<file path="src/rtl/accu_pkg.sv">
// rtl/accu_pkg.sv - shared constants for the accumulator: default width and overflow-policy encodings
package accu_pkg;

    // Default operand / accumulator width.
    localparam int ACCU_WIDTH = 8;

    // Overflow policy encodings for the SATURATE parameter.
    localparam int ACCU_WRAP  = 0;    // keep low WIDTH bits of the sum
    localparam int ACCU_SAT   = 1;    // clamp at all-ones on carry out

endpackage : accu_pkg

</file>
<file path="src/rtl/accu.sv">
// rtl/accu.sv - free-running unsigned accumulator with wrap or saturate overflow policy
//
// Ports (order fixed for positional instantiation):
//   in    : WIDTH-bit unsigned addend, sampled every rising clk edge
//   out   : WIDTH-bit accumulator value, straight from the register
//   clk   : rising-edge clock
//   reset : asynchronous active-high clear
module accu
    import accu_pkg::*;
#(
    parameter int WIDTH    = ACCU_WIDTH,
    parameter int SATURATE = ACCU_WRAP
) (
    input  logic [WIDTH-1:0] in,
    output logic [WIDTH-1:0] out,
    input  logic             clk,
    input  logic             reset
);

    logic [WIDTH-1:0] acc_q;
    logic [WIDTH-1:0] acc_d;
    logic [WIDTH:0]   sum;

    // One extra bit so the carry out is visible to the clamp decision.
    always_comb begin
        sum = {1'b0, acc_q} + {1'b0, in};
        if ((SATURATE == ACCU_SAT) && sum[WIDTH]) begin
            acc_d = '1;
        end else begin
            acc_d = sum[WIDTH-1:0];
        end
    end

    always_ff @(posedge clk or posedge reset) begin
        if (reset) begin
            acc_q <= '0;
        end else begin
            acc_q <= acc_d;
        end
    end

    assign out = acc_q;

endmodule : accu

</file>
<file path="config.mk">
export PLATFORM = sky130hd
export DESIGN_NAME = accu
export DESIGN_NICKNAME = d
export VERILOG_FILES = /design/src/rtl/accu_pkg.sv /design/src/rtl/accu.sv
export SDC_FILE = /design/constraint.sdc
export NUM_CORES = 1
export LEC_CHECK = 0
export ABC_AREA = 1
export ABC_CLOCK_PERIOD_IN_PS = 2300
export BUFFER_PORTS_ARGS = -buffer_cell sky130_fd_sc_hd__buf_4
export CAP_MARGIN = 20
export CORE_AREA = 2 2 39 41
export DETAILED_ROUTE_END_ITERATION = 6
export DIE_AREA = 0 0 41 43
export PLACE_DENSITY = 0.68
export SYNTH_ARGS = -nofsm -noshare
export SYNTH_HDL_FRONTEND = slang
export SYNTH_SLANG_ARGS = --single-unit
</file>
<file path="constraint.sdc">
create_clock -name clk -period 2.3 [get_ports clk]
set_input_delay 0.115 -clock clk [delete_from_list [all_inputs] [get_ports clk]]
set_output_delay 0.115 -clock clk [all_outputs]
set_load 0.005 [all_outputs]
</file>
Yosys cells after proc, flatten, opt, wreduce, memory -nomap -nowiden
Cells that the tools add are included.
{ "word_totals": {"reg_bits": 8} }
{ "classes": {"add_sub_neg": 1} }
{ "op_table": {"columns": ["operator", "count"], "rows": [
  ["8-bit adder", 1]
]} }

Depth between registers and ports, before layout
{ "logic_depth": {"ltp_word": 1, "depth_mapped": 10, "ltp_nobuf": 10} }

Worst setup path after synthesis
Ideal clock, no wire load.
{ "synth_path": {"path_type": "register to register", "startpoint": "register acc_q[0] (netlist: out[0])", "endpoint": "register acc_q[6] (netlist: out[6])", "required_ps": 2184, "path_buffers": 0, "slack_ps": 907, "period_less_slack_ps": 1393, "path_stages_with_launch": 10, "arrival_ps": 1277, "setup_ps": 116, "path_cell_list": "dfrtp_1 ha_1 inv_1 fa_1 inv_1 nand2_1 nand2_1 nand3_1 nand3_1 nand2_1"} }
{ "synth_via": {"elab_chain_len": 1} }
{ "synth_rtl": {"columns": ["item", "line", "text"], "rows": [
  ["start, declared", "accu.sv:20", "logic [WIDTH-1:0] acc_q;"],
  ["start signal, assigned", "accu.sv:36", "acc_q <= '0;"],
  ["start signal, assigned", "accu.sv:38", "acc_q <= acc_d;"],
  ["8-bit adder", "accu.sv:26", "sum = {1'b0, acc_q} + {1'b0, in};"],
  ["named net sum[6]", "accu.sv:22", "logic [WIDTH:0] sum;"]
]} }
The timed path passes the listed nets, and every way through them passes these cells.

Final worst setup path
Same ends and word-level chain as after synthesis.

==> metrics.md <==
| Metric | Value |
|---|---|
| Post-route minimum period | `1.497 ns` |
| Status | `finished, final reports clean` |
| Crit-path cells | `ha_1 > inv_1 > fa_1 > inv_1 > nand2_1 > nand2_1 > nand3_1 > nand3_1 > nand2_1` |
| MaxCap Viol Count | `0` |
| Most frequent cells after synthesis | `21 x nand2_1, 13 x inv_1, 8 x dfrtp_1` |
| Routed Antenna Nets | `0` |
| Crit path kind | `register to register` |
| Final std cells w/o fill | `106` |
| Vias in the first global route | `402` |
| Max layer used | `met4` |
| Routed wire per std cell | `9.500 µm` |
| Worst-Margin Slew | `0.3303 ns` |
| Via density | `4.689` |
| Slew headroom | `77.96%` |
| Placed Cells | `102` |
| CP Capture Type | `register` |
| Worst path most repeated cell | `nand2_1` |
| Register area share after synthesis | `35.40%` |
| Drt initial violations | `8` |
| Crit-path slowest cell | `fa_1` |
| Placement row count | `14` |
| Synth cell types | `14` |
| CP Data Required Time | `2.45 ns` |
| Hold WC Path Type | `primary input to register` |
| Post-CTS setup buffers | `0` |
| Total number of vias | `497` |
| Final setup vio count | `0` |
| Initial antenna violation count | `0` |
| Fraction of layout cells with a size suffix above 1 | `24.44%` |
| Cell taking the most area after synthesis | `dfrtp_1` |
| CP Buf/Inv Count | `2` |
| Die area | `1763 µm²` |
| Die width | `41 µm` |
| Placed Area | `713.2 µm²` |
| Sw frac | `39.84%` |
| Total length of routed wires | `1.007 mm` |
| Top-level I/O count | `18` |
| TNS Setup | `0 ns` |
| Clk buf depth | `2` |
| RD Place Congestion | `0.7023` |
| Most frequent cell after synthesis | `nand2_1` |
| Ys flop type | `dfrtp_1` |
| Critical Path Stages | `9` |
| Pint | `583.9 µW` |
| FF-to-FF setup slack | `0.80 ns` |
| Sequential cell fraction of total power | `27.9%` |
| Async S/R FF share, synth | `100.0%` |
| Syn Nets | `87` |
| Post-DP HPWL | `824.1 µm` |
| Area Growth Syn to Fin | `31.86%` |
| Antenna cell count | `0` |
| Hold buffers post-CTS | `1` |
| CTS clock-pin slew for the worst setup and hold paths | `0.06 ns` |
| #FFs+latches synth | `8` |
| Later-pin clock latency in the skew report | `0.26 ns` |
| Worst setup SP type | `register` |
| Area contributors post-synth | `dfrtp_1 35%, ha_1 15%, nand2_1 14%` |
| Peak Freq | `667.9 MHz` |
| Lkg Pwr | `0.4277 nW` |
| Avg Cell Area, Syn | `8.196 µm²` |
| Htree depth | `1` |
| Period utilisation layout | `65.10%` |
| Synth Cell Area | `565.5 µm²` |
| CTS Buf Count | `3` |
| CP max FO | `2` |
| Fin area | `745.7 µm²` |
| WL met2 | `432 µm` |
| DRT Pass-1 Iters | `4` |
| Number of I/O port buffers | `17` |
| GRT Residual Overflow | `0` |
| Clock sink count | `8` |
| Power share of the combinational group | `60.7%` |
| Power per cell area | `1302 nW/µm²` |
| First-pass GRT wire length | `1.559 mm` |
| Synth top area share | `35.40%` |
| Hold_ws | `0.07661 ns` |
| # DRC | `0` |
| Initial Util | `40.87%` |
| Cell family with the largest share of critical-path delay | `adder cells` |
| Met1 WL | `457 µm` |
| Core Region | `1384 µm²` |
| Mapped Cells | `69` |
| RSZ-0062 raised after global routing | `no` |
| P_sw | `386.6 µW` |
| Fin nets | `110` |
| Slew Viols, Final | `0` |
| Clock root cell | `clkbuf_4` |
| Metal3 WL | `81 µm` |
| EDFF count, synth | `0` |
| CTS tree | `done` |
| Largest stage delay, worst path | `0.41 ns` |
| Clock Skew | `0.005735 ns` |
| Largest net degree at the start of global routing | `9` |
| Final hold vios | `0` |
| Clk pwr share | `11.4%` |
| PostCTS Resize Cnt | `0` |
| R2R cell count | `9` |
| Die Span Y | `43 µm` |
| Yosys warning total | `0` |
| Max reg flops | `8` |
| Total GRT Usage | `13.52%` |
| VDD IR max | `594.8 µV` |
| Hold Path Depth | `2` |
| Critical Path AT | `1.64 ns` |
| Pwr Total | `970.6 µW` |
cells in the final DEF (no fill, tap or decap):
cell,synthesis,routed
nand3_1,5,5
nor2_1,3,3
clkbuf_4,0,3
fa_1,1,1
dlygate4sd3_1,0,1
ha_1,7,7
nand2_1,21,21
buf_4,0,17
a21oi_1,2,2
xnor2_1,3,3
clkinv_1,1,1
nand2_2,1,1
nand3b_1,1,1
dfrtp_1,8,8
inv_1,13,13
or2_1,2,2
xnor2_4,1,1
through the flow:
step	setup slack (ns)	utilization (%)
4_1_cts	0.7943	53.89
5_1_grt	0.7324	53.89
6_report	0.8027	53.89
3_3_place_gp	0.8767	51.54
3_5_place_dp	0.8080	51.54
2_1_floorplan	0.9066	-
routing by layer:
layer  GRT usage (%)  vias to the layer above
met2           18.44                       18
li1                -                      251
met5               0                        -
met3           3.141                        5
met4           10.00                        0
met1           17.73                      223
worst register-to-register path, delay by kind of cell, from the launching register on:
family | cells | cell delay (ns)
simple gates | 5 | 0.34
flops | 1 | 0.35
fa+ha+maj | 2 | 0.57
buf+inv | 2 | 0.13
final cells by class:
class | instances | area (µm²)
fill | 144 | 638.1
multi-input combinational | 47 | 312.8
sequential | 8 | 200.2
timing repair buffer | 18 | 137.6
inverter | 14 | 52.55
clock buffer | 3 | 22.52
tap | 16 | 20.02
power by group through the flow:
stage                     registers [mW]  clock network (mW)  logic, mW
after floorplan                    0.279                   0      0.393
after global placement             0.271                   0      0.585
after detailed placement           0.273                   0      0.595
after CTS                          0.272               0.112      0.599
after global routing               0.281               0.118      0.670
final                              0.271               0.111      0.589
kinds of logic (layout without fill, tap and decap cells):
family | Yosys count | count (layout) | share of synthesized area, %
AO/OA/AOI/OAI | 2 | 2 | 1.770
XOR/XNOR | 4 | 4 | 9.515
adder cells (fa/ha/maj) | 8 | 8 | 19.03
buffers and inverters | 14 | 35 | 9.292
flip-flops | 8 | 8 | 35.40
AND/OR/NAND/NOR | 33 | 33 | 25.00
worst paths after layout:
check,endpoint,startpoint
setup / recovery,out[6]$_DFF_PP0_,out[0]$_DFF_PP0_
hold / removal,out[0]$_DFF_PP0_,in[0]
setup reg to reg,out[6]$_DFF_PP0_,out[0]$_DFF_PP0_
hold reg to reg,out[0]$_DFF_PP0_,out[0]$_DFF_PP0_
max in group asynchronous,out[6]$_DFF_PP0_,reset
min in group asynchronous,out[1]$_DFF_PP0_,reset
No activity file was read; power rests on OpenSTA's default activity.
